==> src/rtl/sub_pipd.sv <==
// Pipelined unsigned subtractor: STAGES borrow-chain chunks with valid/ready flow control.
// Each stage resolves one CHUNK of the difference and forwards only the bits still needed.
module sub_pipd #(
    parameter int unsigned WIDTH  = 64,
    parameter int unsigned STAGES = 4
) (
    input  logic             clk,
    input  logic             rst_n,
    input  logic             sub_in_valid,
    output logic             sub_in_ready,
    input  logic [WIDTH-1:0] sub_minuend,
    input  logic [WIDTH-1:0] sub_subtrahend,
    output logic             sub_out_valid,
    input  logic             sub_out_ready,
    output logic [WIDTH-1:0] sub_out,
    output logic             sub_borrow
);

    localparam int unsigned CHUNK = WIDTH / STAGES;
    // Packed storage: stage k keeps (k+1) finished result chunks and WIDTH-(k+1)*CHUNK
    // unprocessed operand bits; the last stage keeps no operands (STAGES >= 2 assumed).
    localparam int unsigned RES_TOT = CHUNK * STAGES * (STAGES + 1) / 2;
    localparam int unsigned OPS_TOT = CHUNK * STAGES * (STAGES - 1) / 2;

    logic [RES_TOT-1:0] res_q, res_d;
    logic [OPS_TOT-1:0] opa_q, opa_d, opb_q, opb_d;
    logic [STAGES-1:0]  vld_q, vld_d, brw_q, brw_d;
    logic               stall;

    assign stall        = vld_q[STAGES-1] && !sub_out_ready;
    assign sub_in_ready = !stall;

    for (genvar k = 0; k < STAGES; k++) begin : g_stage
        localparam int unsigned ResOff = CHUNK * k * (k + 1) / 2;
        localparam int unsigned ResW   = (k + 1) * CHUNK;
        localparam int unsigned RemW   = WIDTH - ResW;

        logic [CHUNK-1:0] a_chunk, b_chunk;
        logic             borrow_in;
        logic [CHUNK:0]   diff;

        if (k == 0) begin : g_src
            assign a_chunk   = sub_minuend[CHUNK-1:0];
            assign b_chunk   = sub_subtrahend[CHUNK-1:0];
            assign borrow_in = 1'b0;
            assign vld_d[k]  = sub_in_valid;
            assign res_d[ResOff +: ResW] = diff[CHUNK-1:0];
        end else begin : g_src
            localparam int unsigned PrevOpsOff = (k - 1) * WIDTH - CHUNK * (k - 1) * k / 2;
            localparam int unsigned PrevResOff = CHUNK * (k - 1) * k / 2;
            assign a_chunk   = opa_q[PrevOpsOff +: CHUNK];
            assign b_chunk   = opb_q[PrevOpsOff +: CHUNK];
            assign borrow_in = brw_q[k-1];
            assign vld_d[k]  = vld_q[k-1];
            assign res_d[ResOff +: ResW] = {diff[CHUNK-1:0], res_q[PrevResOff +: k * CHUNK]};
        end

        // CHUNK+1 bit subtraction: the top bit is the chunk's borrow-out.
        assign diff     = {1'b0, a_chunk} - {1'b0, b_chunk} - {{CHUNK{1'b0}}, borrow_in};
        assign brw_d[k] = diff[CHUNK];

        if (k < STAGES - 1) begin : g_ops
            localparam int unsigned OpsOff = k * WIDTH - CHUNK * k * (k + 1) / 2;
            if (k == 0) begin : g_fwd
                assign opa_d[OpsOff +: RemW] = sub_minuend[WIDTH-1:CHUNK];
                assign opb_d[OpsOff +: RemW] = sub_subtrahend[WIDTH-1:CHUNK];
            end else begin : g_fwd
                localparam int unsigned PrevOff = (k - 1) * WIDTH - CHUNK * (k - 1) * k / 2;
                assign opa_d[OpsOff +: RemW] = opa_q[PrevOff + CHUNK +: RemW];
                assign opb_d[OpsOff +: RemW] = opb_q[PrevOff + CHUNK +: RemW];
            end
        end
    end

    // Global stall: every stage, bubbles included, holds while the output waits.
    always_ff @(posedge clk or negedge rst_n) begin
        if (!rst_n) begin
            vld_q <= '0;
            brw_q <= '0;
            res_q <= '0;
            opa_q <= '0;
            opb_q <= '0;
        end else if (!stall) begin
            vld_q <= vld_d;
            brw_q <= brw_d;
            res_q <= res_d;
            opa_q <= opa_d;
            opb_q <= opb_d;
        end
    end

    assign sub_out_valid = vld_q[STAGES-1];
    assign sub_borrow    = brw_q[STAGES-1];
    assign sub_out       = res_q[RES_TOT-1 -: WIDTH];

endmodule

==> config.mk <==
export PLATFORM = sky130hd
export DESIGN_NAME = sub_pipd
export DESIGN_NICKNAME = d
export VERILOG_FILES = /design/src/rtl/sub_pipd.sv
export SDC_FILE = /design/constraint.sdc
export NUM_CORES = 1
export LEC_CHECK = 0
export ABC_AREA = 1
export CAP_MARGIN = 20
export CORE_ASPECT_RATIO = 1.5
export CORE_UTILIZATION = 35
export CTS_BUF_LIST = sky130_fd_sc_hd__clkbuf_8
export DETAILED_ROUTE_END_ITERATION = 8
export GPL_TIMING_DRIVEN = 0
export HOLD_SLACK_MARGIN = 0.06
export PLACE_DENSITY = 0.64
export SLEW_MARGIN = 15
export SYNTH_ARGS = -nofsm -noshare
export SYNTH_HDL_FRONTEND = slang
export SYNTH_SLANG_ARGS = --single-unit
==> constraint.sdc <==
create_clock -name clk -period 1.85 [get_ports clk]
set_input_delay 0.37 -clock clk [delete_from_list [all_inputs] [get_ports clk]]
set_output_delay 0.37 -clock clk [all_outputs]
set_load 0.03 [all_outputs]
==> run_results.csv <==
group,metric,value,unit
clock_network,cts_tree,"done",
synth,avgSynthCellArea,7.75,um2
placement,io_buffers,198,
setup_path,cp-end-kind,"flip-flop",
pwr,finalPower,51600,uW
synth,ys_seq_area_share,48.2,%
layout,final_nets,2947,
synth,ys_types,28,
sta,slew_viol_final,0,
floorplan,core.rowCount,103,
worst_hold_path,hold_path.class,"in -> reg",
sta,finalHoldViolCount,0,
sta,slew_headroom,50.2,%
clock_network,clock-root-buffer,"clkbuf_8",
floorplan,die_area,0.0544,mm2
pwr,ir_worst_vdd,0.953,mV
placement,dpl.hpwl,40.0,mm
synth,ys_seq_elements,360,
clock_network,clkTransAtPathRegs,0.07,ns
pwr,power.share.clock,13.7,%
pwr,pwr_density_cell,2120,mW/mm2
worst_hold_path,hold_depth,3,
routing,drc_errors,0,
sta,fin_ws,-0.206,ns
setup_path,arrival,2.63,ns
sta,rsz0062_at_grt,"true",
sta,period_share,111,%
setup_path,r2r_cells,14,
pwr,leakage,0.0128,uW
pwr,power_frac_seq,25.4,%
setup_path,r2r_end,"res_q[44]",
synth,netlist_instances,2413,
grt,antenna_found_initial,1,
synth,synth_nets,2658,
status,status,"finished with violations",
setup_path,startpoint_type,"flip-flop",
grt,grt_pass1_vias,16300,
setup_path,worstSetupPathType,"reg -> reg",
placement,gp_congestion,0.908,
floorplan,die_h,285,um
routing,first_pass_iters,7,
synth,synth_area,0.0187,mm2
grt,grt_max_degree,103,
floorplan,fp.dieW,191,um
setup_path,setup.worst_path.start,"opb_q[0]",
synth,yosysWarnings,0,
setup_path,r2r-start,"opb_q[0]",
floorplan,core,0.0527,mm2
sta,finalCriticalPeriod,2.06,ns
floorplan,start_util,35.5,%
routing,vias,15600,
routing,ant_nets,0,
pwr,p_switching,23600,uW
setup_path,worst-r2r-setup-slack,-0.21,ns
pwr,comb_power_share,60.8,%
layout,nFillCells,5200,
worst_hold_path,min_to,"opb_q[14]",
layout,final_cell_mix,"800 x nand2_1, 417 x inv_1, 357 x dfrtp_1",
sta,tightest_slew,0.747,ns
setup_path,crit_required,2.42,ns
pwr,internal_power,28000,uW
clock_network,clk_latency,0.64,ns
clock_network,htreeDepth,2,
grt,gr-total-overflow,0,
routing,wirelength,53.0,mm
clock_network,cts_sinks,360,
layout,final_common_cell,"nand2_1",
sta,hold_ws,0.268,ns
clock_network,numCtsBuffers,54,
status,violations,"setup timing",
grt,grt_pass1_wl,84.1,mm
layout,area_delta_synth_final,30.0,%
layout,final_layout_size_suffix_gt1_share,20.5,%
run,drv_cap,0,
worst_hold_path,hold_path.startpoint,"sub_subtrahend[30]",
grt,track_usage,19.8,%
routing,drt_iter0_drc,797,
setup_path,crit_fanout,4,
floorplan,io-pin-count,199,
sta,setup_viol,39,
sta,fin_skew,0.0336,ns
routing,viasPerCell,4.56,
pwr,switching_share,45.7,%
sta,fmax,0.486,GHz
clock_network,clockBufferDepth,3,
routing,wire_per_inst,15.4,um
==> power groups by stage <==
stage                     clock [uW]  combinational (uW)  sequential (uW)
final                           7080               31400            13100
after global routing            7600               35000            13500
after CTS                       7270               28700            13100
after detailed placement           0               24600            13200
after global placement             0               24200            13200
after floorplan                    0               17500            12700
==> state kept, by name (all words and copies together), names as in the netlist <==
register and count:
brw_q 4, vld_q 4, opa_q 96, opb_q 96
res_q 160
==> through the flow <==
step           setup slack, ns  std cells  utilization (%)  setup TNS, ns  instance area [um2]
6_report                -0.206       3428             46.1          -3.88                24300
5_1_grt                 -0.323       3428             46.1          -8.31                24300
4_1_cts                 -0.233       3416             45.2          -2.89                23800
3_5_place_dp             -1.02       3296             41.0         -81.55                21600
3_3_place_gp            -14.85       3293             40.9       -5404.67                21500
2_1_floorplan          -0.0262       2413                -        -0.0262                18700
==> how the worst max path moves through the flow <==
stage,endpoint,slack [ns]
final,res_q[44],-0.21
after global routing,res_q[44],-0.32
after CTS,sub_in_ready,-0.23
after detailed placement,sub_in_ready,-1.02
after global placement,opa_q[41],-14.85
after floorplan,res_q[39],-0.03
==> synthesized netlist by cell type <==
cell      count  area [um2]
a211oi_1      1        7.51
a21oi_1      37         185
a31oi_1       2        12.5
and2_1        2        12.5
buf_2        41         205
buf_4        71         533
buf_6         1        11.3
clkbuf_1     30         113
dfrtp_1     360        9010
fa_1          7         140
ha_1        106        1330
inv_1       436        1640
inv_2         2        7.51
nand2_1     896        3360
nand3_1      75         375
nand3b_1      8        60.1
nand4_1       1        6.26
nor2_1       46         173
nor2_4        1        11.3
nor3_1       14        70.1
o21ai_0     249        1250
o21ai_1       3        15.0
o22ai_1       1        6.26
or2_0         5        31.3
or2_1         1        6.26
or2_2         7        43.8
xnor2_1       9        78.8
xor2_1        1        8.76
==> per-layer routing <==
layer  global-route usage [%]  vias up  wire (um)
met5                        0        -          0
met3                     2.28      109       1840
met1                     22.4     7366      21100
met4                     7.44        0       1840
li1                         -     7840          -
met2                     37.2      300      28200
==> layout make-up <==
type / instances / area [um2] / area share (%)
plain buffers: 142 / 891 / 3.66
flip-flops and latches: 360 / 9010 / 37.1
inverters: 438 / 1650 / 6.78
multi-input cells: 1472 / 8430 / 34.7
clock buffers: 72 / 991 / 4.08
well taps: 682 / 853 / 3.51
repair buffers: 234 / 2270 / 9.33
diodes: 1 / 2.50 / 0.0103
clock inverters: 27 / 209 / 0.860
==> worst max-delay path, stage by stage, from the launching register on <==
cell and delay (ns):
dfrtp_1 0.35, inv_2 0.05, fa_2 0.42, fa_2 0.40, inv_2 0.07, nand2_2 0.06
nand2_2 0.07, nand2_2 0.07, nand2_2 0.08, nand2_4 0.08, nand2_2 0.09, nand2_2 0.05
nand2_2 0.06, nand3_2 0.09, nand2_1 0.08
==> cell families (layout without fill, tap and decap cells) <==
family                   count (synthesis)  after routing  share of synthesized area [%]
AO/OA/AOI/OAI                          293            293                           7.88
XOR/XNOR                                10             10                          0.469
adder cells (fa/ha/maj)                113            113                           7.84
buffers and inverters                  581            913                           13.4
flip-flops                             360            360                           48.2
other                                    0              1                              0
AND/OR/NAND/NOR                       1056           1056                           22.2
==> what timing repair did <==
action,CTS,global route
endpoints found under the setup margin,110,94
pin swaps,75,67
hold buffers,1,0
resized for setup,456,134
endpoints found under the hold margin,66,0
buffers inserted,21,12
Power figures use the tool's default switching activity.
